==> src/rtl/clock_pkg.sv <==
// Shared definitions for the count_up stopwatch: FSM state type,
// seconds width, day wrap point and default prescaler length.
package clock_pkg;

    typedef enum logic [1:0] {
        IDLE  = 2'd0,
        RUN   = 2'd1,
        PAUSE = 2'd2,
        DONE  = 2'd3
    } state_t;

    localparam int              SEC_W            = 17;
    localparam logic [SEC_W-1:0] DAY_MAX_SEC     = 17'd86399;
    localparam logic [31:0]     FULL_SEC_DEFAULT = 32'd50000000;

    // Next seconds value on a tick; in free-run the count wraps after one day.
    function automatic logic [SEC_W-1:0] sec_inc(input logic [SEC_W-1:0] sec,
                                                 input logic             free_run);
        if (free_run && (sec == DAY_MAX_SEC)) begin
            return '0;
        end
        return sec + 1'b1;
    endfunction

endpackage

==> src/rtl/btn_edge.sv <==
// Two-flop synchronizer for an active-low push button plus a falling-edge
// detector; press is a one-cycle pulse on the synchronized 1->0 transition.
module btn_edge (
    input  logic clk,
    input  logic rst,
    input  logic btn_n,
    output logic press
);

    logic sync1_reg;
    logic sync2_reg;
    logic prev_reg;

    // Synchronizer chain and previous-level register; reset to released (1).
    always_ff @(posedge clk) begin
        if (rst) begin
            sync1_reg <= 1'b1;
            sync2_reg <= 1'b1;
            prev_reg  <= 1'b1;
        end else begin
            sync1_reg <= btn_n;
            sync2_reg <= sync1_reg;
            prev_reg  <= sync2_reg;
        end
    end

    assign press = prev_reg & ~sync2_reg;

endmodule

==> src/rtl/count_up.sv <==
// Seconds stopwatch with optional target stop time and DONE blink.
// Optional lap (split hold) feature is built only when COUNT_UP_LAP_EN is
// defined; otherwise the lap pin is accepted but ignored.
module count_up
    import clock_pkg::*;
#(
    parameter logic [31:0] FULL_SEC = FULL_SEC_DEFAULT
) (
    input  logic             clk,
    input  logic             rst,
    input  logic             start_stop,
    input  logic             lap,
    input  logic [SEC_W-1:0] target,
    output logic [SEC_W-1:0] c_out,
    output logic             done,
    output logic             blink_hr_sig,
    output logic             blink_min_sig,
    output logic             blink_sec_sig
);

    logic ss_press;
    logic lap_press_raw;
    logic lap_press;

    btn_edge u_ss_edge (
        .clk   (clk),
        .rst   (rst),
        .btn_n (start_stop),
        .press (ss_press)
    );

    btn_edge u_lap_edge (
        .clk   (clk),
        .rst   (rst),
        .btn_n (lap),
        .press (lap_press_raw)
    );

`ifdef COUNT_UP_LAP_EN
    // start_stop wins when both presses land in the same cycle.
    assign lap_press = lap_press_raw & ~ss_press;
`else
    logic unused_lap;
    assign unused_lap = lap_press_raw;
    assign lap_press  = 1'b0;
`endif

    state_t           state_reg, state_next;
    logic [31:0]      presc_reg, presc_next;
    logic [SEC_W-1:0] sec_reg, sec_next;
    logic [SEC_W-1:0] lapv_reg, lapv_next;
    logic             hold_reg, hold_next;
    logic             blink_reg, blink_next;
    logic [SEC_W-1:0] cout_reg;
    logic [SEC_W-1:0] display;

    logic             tick;
    logic             free_run;
    logic [SEC_W:0]   sec_plus1;
    logic             target_hit;

    assign tick       = ((state_reg == RUN) || (state_reg == DONE)) &&
                        (presc_reg == (FULL_SEC - 32'd1));
    assign free_run   = (target == '0);
    assign sec_plus1  = {1'b0, sec_reg} + 1'b1;
    assign target_hit = !free_run && (sec_plus1 >= {1'b0, target});
    assign display    = hold_reg ? lapv_reg : sec_reg;

    // State and datapath registers; reset overrides any press or tick.
    always_ff @(posedge clk) begin
        if (rst) begin
            state_reg <= IDLE;
            presc_reg <= '0;
            sec_reg   <= '0;
            lapv_reg  <= '0;
            hold_reg  <= 1'b0;
            blink_reg <= 1'b0;
            cout_reg  <= '0;
        end else begin
            state_reg <= state_next;
            presc_reg <= presc_next;
            sec_reg   <= sec_next;
            lapv_reg  <= lapv_next;
            hold_reg  <= hold_next;
            blink_reg <= blink_next;
            cout_reg  <= display;
        end
    end

    // Next-state, prescaler, seconds, blink and lap-hold decisions.
    always_comb begin
        state_next = state_reg;
        presc_next = presc_reg;
        sec_next   = sec_reg;
        lapv_next  = lapv_reg;
        hold_next  = hold_reg;
        blink_next = blink_reg;
        case (state_reg)
            IDLE: begin
                presc_next = '0;
                if (ss_press) begin
                    state_next = RUN;
                end
            end
            RUN: begin
                presc_next = tick ? '0 : presc_reg + 32'd1;
                if (tick && target_hit) begin
                    // Reaching the target beats a simultaneous start_stop press.
                    sec_next   = target;
                    state_next = DONE;
                    blink_next = 1'b1;
                    hold_next  = 1'b0;
                end else begin
                    if (tick) begin
                        sec_next = sec_inc(sec_reg, free_run);
                    end
                    if (ss_press) begin
                        state_next = PAUSE;
                    end else if (lap_press) begin
                        hold_next = ~hold_reg;
                        lapv_next = sec_reg;
                    end
                end
            end
            PAUSE: begin
                if (ss_press) begin
                    state_next = RUN;
                end else if (lap_press) begin
                    hold_next = 1'b0;
                end
            end
            DONE: begin
                presc_next = tick ? '0 : presc_reg + 32'd1;
                if (ss_press) begin
                    state_next = IDLE;
                    sec_next   = '0;
                    presc_next = '0;
                    blink_next = 1'b0;
                end else if (tick) begin
                    blink_next = ~blink_reg;
                end
            end
            default: begin
                state_next = IDLE;
            end
        endcase
    end

    assign c_out         = cout_reg;
    assign done          = (state_reg == DONE);
    assign blink_hr_sig  = blink_reg;
    assign blink_min_sig = blink_reg;
    assign blink_sec_sig = blink_reg;

endmodule

==> config.mk <==
export PLATFORM = sky130hd
export DESIGN_NAME = count_up
export DESIGN_NICKNAME = d
export VERILOG_FILES = /design/src/rtl/clock_pkg.sv /design/src/rtl/btn_edge.sv /design/src/rtl/count_up.sv
export SDC_FILE = /design/constraint.sdc
export NUM_CORES = 1
export LEC_CHECK = 0
export CAP_MARGIN = 20
export CORE_UTILIZATION = 61
export CTS_CLUSTER_DIAMETER = 60
export DETAILED_ROUTE_END_ITERATION = 10
export DONT_BUFFER_PORTS = 1
export HOLD_SLACK_MARGIN = 0.08
export MAX_ROUTING_LAYER = met4
export PLACE_DENSITY = 0.83
export SYNTH_ARGS = -nofsm -noshare
export SYNTH_HDL_FRONTEND = slang
export SYNTH_HIERARCHICAL = 1
export SYNTH_SLANG_ARGS = --single-unit
export TNS_END_PERCENT = 5
==> constraint.sdc <==
create_clock -name clk -period 3.64 [get_ports clk]
set_input_delay 0.728 -clock clk [delete_from_list [all_inputs] [get_ports clk]]
set_output_delay 0.728 -clock clk [all_outputs]
set_load 0.05 [all_outputs]
==> impl_results.md, run 1 <==
- Status: completed
- Antenna violations before repair: 0
- Net Sw Power: 333 uW
- Top post-synthesis cells by area: dfxtp_1 36%, ha_1 5.9%, nand2_1 5.0%, nor2_1 4.5%, nand3_1 3.5%
- Rel. slew slack: 43.2%
- Primary FF master, synth: dfxtp_1
- Min Tclk post-route: 3.45 ns
- Synth Instances: 488
- Worst-path clk slew: 0.08 ns
- Routability cong.: 1.01
- Peak Freq: 290 MHz
- Clk network pwr share: 43.7%
- Pwr Density: 347 nW/um2
- Post-synthesis sequential area ratio: 36.1%
- Crit path capture type: flop
- Top post-synthesis cells by count: 72 x dfxtp_1, 53 x nand2_1, 48 x nor2_1
- Final wirelength: 9.38 mm
- Net Sw Frac: 22.3%
- Clock buffer count from CTS: 9
- Area delta synth->final: 7.45%
- H-Tree Depth: 3
- Area of the multi-input gates: 2360 um2
- Hold crit path type: flop to flop
- Register bit total from synthesis: 72
- Post-Layout Cell Count: 570
- Clock Root Buffer: clkbuf_8
- Final ANT Viol Nets: 0
- Max FFs per register: 32
- Total power: 1.49 mW
- Synth top area share: 36.1%
- DP HPWL: 6.60 mm
- Final hold viol count: 0
- Final setup violation count: 0
- CP arrival: 3.69 ns
- Gate power share: 3.1%
- Clk sink count: 72
- Worst Max-Slew Pin Slew: 0.852 ns
- Layout cells sized above 1: 11.0%
- Yosys warning count: 6
- Vias per inst: 6.26
- Most numerous cell in the Yosys netlist: dfxtp_1
- Global-route wire length before repair: 15.5 mm
- Kind of critical path: flop to flop
- Reg power frac: 53.2%
- NumNets Final: 528
- Initial DRC Count: 312
- Die width: 82.9 um
- Setup total negative slack: 0 ns
- Antenna diode count: 0
- Netlist cell types: 62
- Total Routing Usage GR: 28.4%
- Vias in the first global route: 3337
- Crit-path cells: and3_1 -> nand4_1 -> nor2_1 -> nand3_1 -> xnor2_1 -> ha_1 -> nand4_1 -> nor2_1 -> a221oi_1 -> a31oi_1 -> o21ai_1 -> mux2_2 -> a22o_1
- WP data required: 3.88 ns
- Starting Density: 62.9%
- Drt wl/cell: 16.5 um
- Syn nets: 528
- Clock latency on the worst-skew pair: 0.34 ns
- Die Ht: 82.9 um
- Crit Path Max Fanout: 6
- Layout Skew: 0.00886 ns
- RSZ-0062 raised after global routing: false
- Peak supply drop: 0.333 mV
- Die area: 6880 um2
- Leakage power: 1.58 nW
- Critical Path Max Stage Delay: 0.48 ns
- Startpoint class of the critical path: flop
- Slowest cell on crit path: dfxtp_1
- Drt drc: 0
- Max_cap viols: 0
- Clock Tree Buf Depth: 2
- Filler cell count: 519
- Ys async rst share: 0%
- GRT overflow: 0
- FF+latch area: 1440 um2
- Via count: 3570
- Final Cycle Share: 94.8%
- Post-route cell area: 4290 um2
- Final count of pins violating max slew: 0
- DP Area: 4070 um2
- Average size of a mapped cell: 8.19 um2
- # IOs: 42
- Leading area contributor after synthesis: dfxtp_1
- I/O Buffers: 0
- Largest net degree at the start of global routing: 51
- Mapped cell area: 4000 um2
- FP Rows: 29
- DRT Pass-1 Iters: 5
- TritonCTS clock tree: done
- Core ar.: 6350 um2
- Pint: 1.16 mW
- Placed cells: 553
- Post-synth EDFFs: 0
[path summary, 6_finish.rpt]
path | slack, ns | endpoint | start | cells after the start
min reg2reg | 0.41 | u_ss_edge/sync2_reg$_SDFF_PP1_ | u_ss_edge/sync1_reg$_SDFF_PP1_ | 1
max reg2reg | 0.19 | sec_reg[6]$_SDFFE_PP0P_ | sec_reg[7]$_SDFFE_PP0P_ | 13
min | 0.41 | u_ss_edge/sync2_reg$_SDFF_PP1_ | u_ss_edge/sync1_reg$_SDFF_PP1_ | 1
max | 0.19 | sec_reg[6]$_SDFFE_PP0P_ | sec_reg[7]$_SDFFE_PP0P_ | 13
[cells by family (layout without fill, tap and decap cells)]
group	Yosys count	in the layout	share of synthesized area, %
AOI/OAI and AO/OA	94	94	15.6
muxes	9	9	2.32
DFF	72	72	36.1
and+or+nand+nor	221	221	29.5
xor gates and xnor gates	24	24	5.26
adders and majority gates	19	19	5.95
buffers and inverters	49	54	5.32
[layout by cell type (no fill, tap or decap), types with 7 or more instances in the layout]
| cell type | Yosys | layout |
|---|---|---|
| dfxtp_1 | 72 | 71 |
| nand2_1 | 53 | 52 |
| nor2_1 | 48 | 47 |
| nand3_1 | 28 | 28 |
| inv_1 | 25 | 25 |
| a21oi_1 | 21 | 21 |
| nor2b_1 | 19 | 19 |
| ha_1 | 19 | 19 |
| o21ai_0 | 19 | 18 |
| xor2_1 | 13 | 13 |
| buf_4 | 3 | 13 |
| xnor2_1 | 11 | 11 |
| nand4_1 | 11 | 11 |
| o211ai_1 | 11 | 11 |
| clkbuf_8 | 0 | 11 |
| nor3_1 | 11 | 9 |
| a311oi_1 | 9 | 9 |
| a31oi_1 | 7 | 7 |
| mux2i_1 | 7 | 7 |
[worst max-delay path, delay by kind of cell (launching register included)]
kind / cells / cell delay, ns
muxes: 1 / 0.37
and+or+nand+nor: 6 / 1.01
DFF: 1 / 0.48
AOI/OAI and AO/OA: 4 / 0.87
xor gates and xnor gates: 1 / 0.29
adders and majority gates: 1 / 0.33
[what timing repair did]
action,in CTS,in global routing
resized for setup,0,5
setup endpoints to repair,0,18
setup buffers,0,1
hold buffers,0,0
hold endpoints to repair,0,0
[layout make-up]
class | instances | area share [%]
multi-input cells | 367 | 54.9
flip-flops and latches | 72 | 33.6
clock buffers | 11 | 3.53
repair buffers | 13 | 2.27
well taps | 77 | 2.24
inverters | 25 | 2.19
clock inverters | 5 | 1.28
[metrics by stage]
step	hold WS, ns	worst slack [ns]	util, %
after CTS	0.412	0.110	67.3
after global placement	0.387	0.259	64.0
after floorplan	0.385	0.525	-
after global routing	0.427	0.0193	67.6
final	0.410	0.189	67.6
after detailed placement	0.395	0.142	64.0
[power by group through the flow]
stage | registers, mW | clock network, mW | logic (mW)
detailed placement | 0.810 | 0 | 0.0451
floorplan | 0.809 | 0 | 0.0462
global route | 0.792 | 0.693 | 0.0521
finish | 0.792 | 0.652 | 0.0462
global placement | 0.810 | 0 | 0.0430
CTS | 0.792 | 0.657 | 0.0455
[metal layers]
layer  global-route usage [%]  up-vias  wire length (um)
met3                     6.26       20               698
met5                        -        -                 0
met2                     41.3      160              4250
li1                         -     1740                 -
met1                     37.5     1650              4250
met4                     13.8        0               183
(Power assumes the default switching activity.)
==> inputs of run 2 (changes only) <==
--- a/config.mk
+++ b/config.mk
@@ -13,6 +13,7 @@
 export HOLD_SLACK_MARGIN = 0.08
 export MAX_ROUTING_LAYER = met4
 export PLACE_DENSITY = 0.83
+export RECOVER_POWER = 25
 export SYNTH_ARGS = -nofsm -noshare
 export SYNTH_HDL_FRONTEND = slang
 export SYNTH_HIERARCHICAL = 1
==> run 2 against run 1 <==
Design area is 0.44% lower. Critical path depth stayed put. Via count is 0.11% lower. Clock skew hardly changed. Sequential power hardly changed. Sequential share of layout area is 0.15 points higher. First-iteration DRC count is 2.2% lower. Combinational power hardly changed. Critical path type unchanged.
==> impl_results.md, run 2 (synthesized netlist as in run 1, its figures left out) <==
- Final Cycle Share: 95.6% (was 94.8%)
- Setup total negative slack: 0 ns (unchanged)
- Drt drc: 0 (unchanged)
- Final setup violation count: 0 (unchanged)
- DRT Pass-1 Iters: 5 (unchanged)
- Crit Path Max Fanout: 6 (unchanged)
- Die width: 82.9 um (unchanged)
- Max FFs per register: 32 (unchanged)
- Clock latency on the worst-skew pair: 0.34 ns (about the same)
- Leakage power: 1.56 nW (was 1.58 nW)
- Vias per inst: 6.26 (about the same)
- Pwr Density: 348 nW/um2 (was 347 nW/um2)
- TritonCTS clock tree: done (unchanged)
- Peak supply drop: 0.330 mV (was 0.333 mV)
- Clock buffer count from CTS: 9 (unchanged)
- Kind of critical path: flop to flop (unchanged)
- RSZ-0062 raised after global routing: false (unchanged)
- Die area: 6880 um2 (unchanged)
- NumNets Final: 528 (unchanged)
- Final hold viol count: 0 (unchanged)
- Crit path capture type: flop (unchanged)
- Clk sink count: 72 (unchanged)
- Final ANT Viol Nets: 0 (unchanged)
- Peak Freq: 287 MHz (was 290 MHz)
- H-Tree Depth: 3 (unchanged)
- Core ar.: 6350 um2 (unchanged)
- Via count: 3566 (was 3570)
- Routability cong.: 1.01 (unchanged)
- GRT overflow: 0 (unchanged)
- Most frequent cells in the layout: 71 x dfxtp_1, 52 x nand2_1, 47 x nor2_1 (unchanged)
- Post-route cell area: 4280 um2 (was 4290 um2)
- Initial DRC Count: 305 (was 312)
- Largest net degree at the start of global routing: 51 (unchanged)
- Area delta synth->final: 6.98% (was 7.45%)
- Startpoint class of the critical path: flop (unchanged)
- Status: completed (unchanged)
- Hold-fix buffers at CTS: 0 (unchanged)
- Antenna violations before repair: 0 (unchanged)
- Clock Root Buffer: clkbuf_8 (unchanged)
- # IOs: 42 (unchanged)
- Antenna diode count: 0 (unchanged)
- Min Tclk post-route: 3.48 ns (was 3.45 ns)
- WP data required: 3.88 ns (about the same)
- DP HPWL: 6.60 mm (unchanged)
- Layout Skew: 0.00925 ns (was 0.00886 ns)
- I/O Buffers: 0 (unchanged)
- FP Rows: 29 (unchanged)
- Hold crit path type: flop to flop (unchanged)
- Die Ht: 82.9 um (unchanged)
- Max_cap viols: 0 (unchanged)
- Rel. slew slack: 42.8% (was 43.2%)
- Clock Tree Buf Depth: 2 (unchanged)
- Vias in the first global route: 3337 (unchanged)
- Total Routing Usage GR: 28.4% (unchanged)
- Starting Density: 62.9% (unchanged)
- Drt wl/cell: 16.4 um (was 16.5 um)
- Global-route wire length before repair: 15.5 mm (unchanged)
- Worst-path clk slew: 0.08 ns (about the same)
- Commonest non-fill, non-tap cell in the layout: dfxtp_1 (unchanged)
- Final wirelength: 9.37 mm (was 9.38 mm)
- Final count of pins violating max slew: 0 (unchanged)
- Worst Max-Slew Pin Slew: 0.858 ns (was 0.852 ns)
- Filler cell count: 523 (was 519)
- Layout cells sized above 1: 9.94% (was 11.0%)
- CP arrival: 3.72 ns (was 3.69 ns)
- DP Area: 4070 um2 (unchanged)
-- run 2: area by class of cell --
class	instances	area, um2	share of cell area [%]
inverters	25	93.8	2.19
clock inverters	5	55.1	1.29
clock buffers	11	151	3.54
multi-input cells	367	2360	55.1
well taps	77	96.3	2.25
flip-flops and latches	72	1440	33.7
repair buffers	13	78.8	1.84
-- run 2: where the power goes --
part	switching [mW]	internal [mW]	total, mW
clock	0.299	0.351	0.650
sequential	0.00260	0.789	0.792
combinational	0.0299	0.0164	0.0463
total	0.332	1.16	1.49
-- run 2: worst max-delay path, stage by stage (launching register included) --
cell and delay, ns:
dfxtp_1 0.48, and3_1 0.25, nand4_1 0.22, nor2_1 0.25, nand3_1 0.13, xnor2_1 0.30
ha_1 0.33, nand4_1 0.13, nor2_1 0.06, a221oi_1 0.26, a31oi_1 0.18, o21ai_1 0.23
mux2_2 0.37, a22o_1 0.20
-- run 2: worst paths after layout --
check                            startpoint                              to  slack (ns)  depth (start not counted)
min          u_ss_edge/sync1_reg$_SDFF_PP1_  u_ss_edge/sync2_reg$_SDFF_PP1_        0.41                          1
max                 sec_reg[7]$_SDFFE_PP0P_         sec_reg[6]$_SDFFE_PP0P_        0.16                         13
min reg2reg  u_ss_edge/sync1_reg$_SDFF_PP1_  u_ss_edge/sync2_reg$_SDFF_PP1_        0.41                          1
max reg2reg         sec_reg[7]$_SDFFE_PP0P_         sec_reg[6]$_SDFFE_PP0P_        0.16                         13
-- run 2: metal layers --
layer  track usage, %  vias to the layer above  wire, um
met4             13.8                        0       191
met1             37.5                     1647      4210
li1                 -                     1736         -
met5                -                        -         0
met3             6.26                       21       715
met2             41.3                      162      4260
-- run 2: per-stage QoR --
stage	instances	hold slack (ns)	utilization [%]	power, mW	setup WS, ns
final	570	0.410	67.3	1.49	0.160
after global routing	570	0.427	67.3	1.54	0.0237
after CTS	569	0.412	67.3	1.49	0.110
after detailed placement	553	0.395	64.0	0.855	0.142
after global placement	553	0.387	64.0	0.853	0.259
after floorplan	488	0.385	-	0.855	0.525
-- run 2: repair_timing --
action / in CTS / in global routing
endpoints found under the setup margin: 0 / 18
resized for setup: 0 / 5
hold endpoints to repair: 0 / 0
setup buffers: 0 / 1
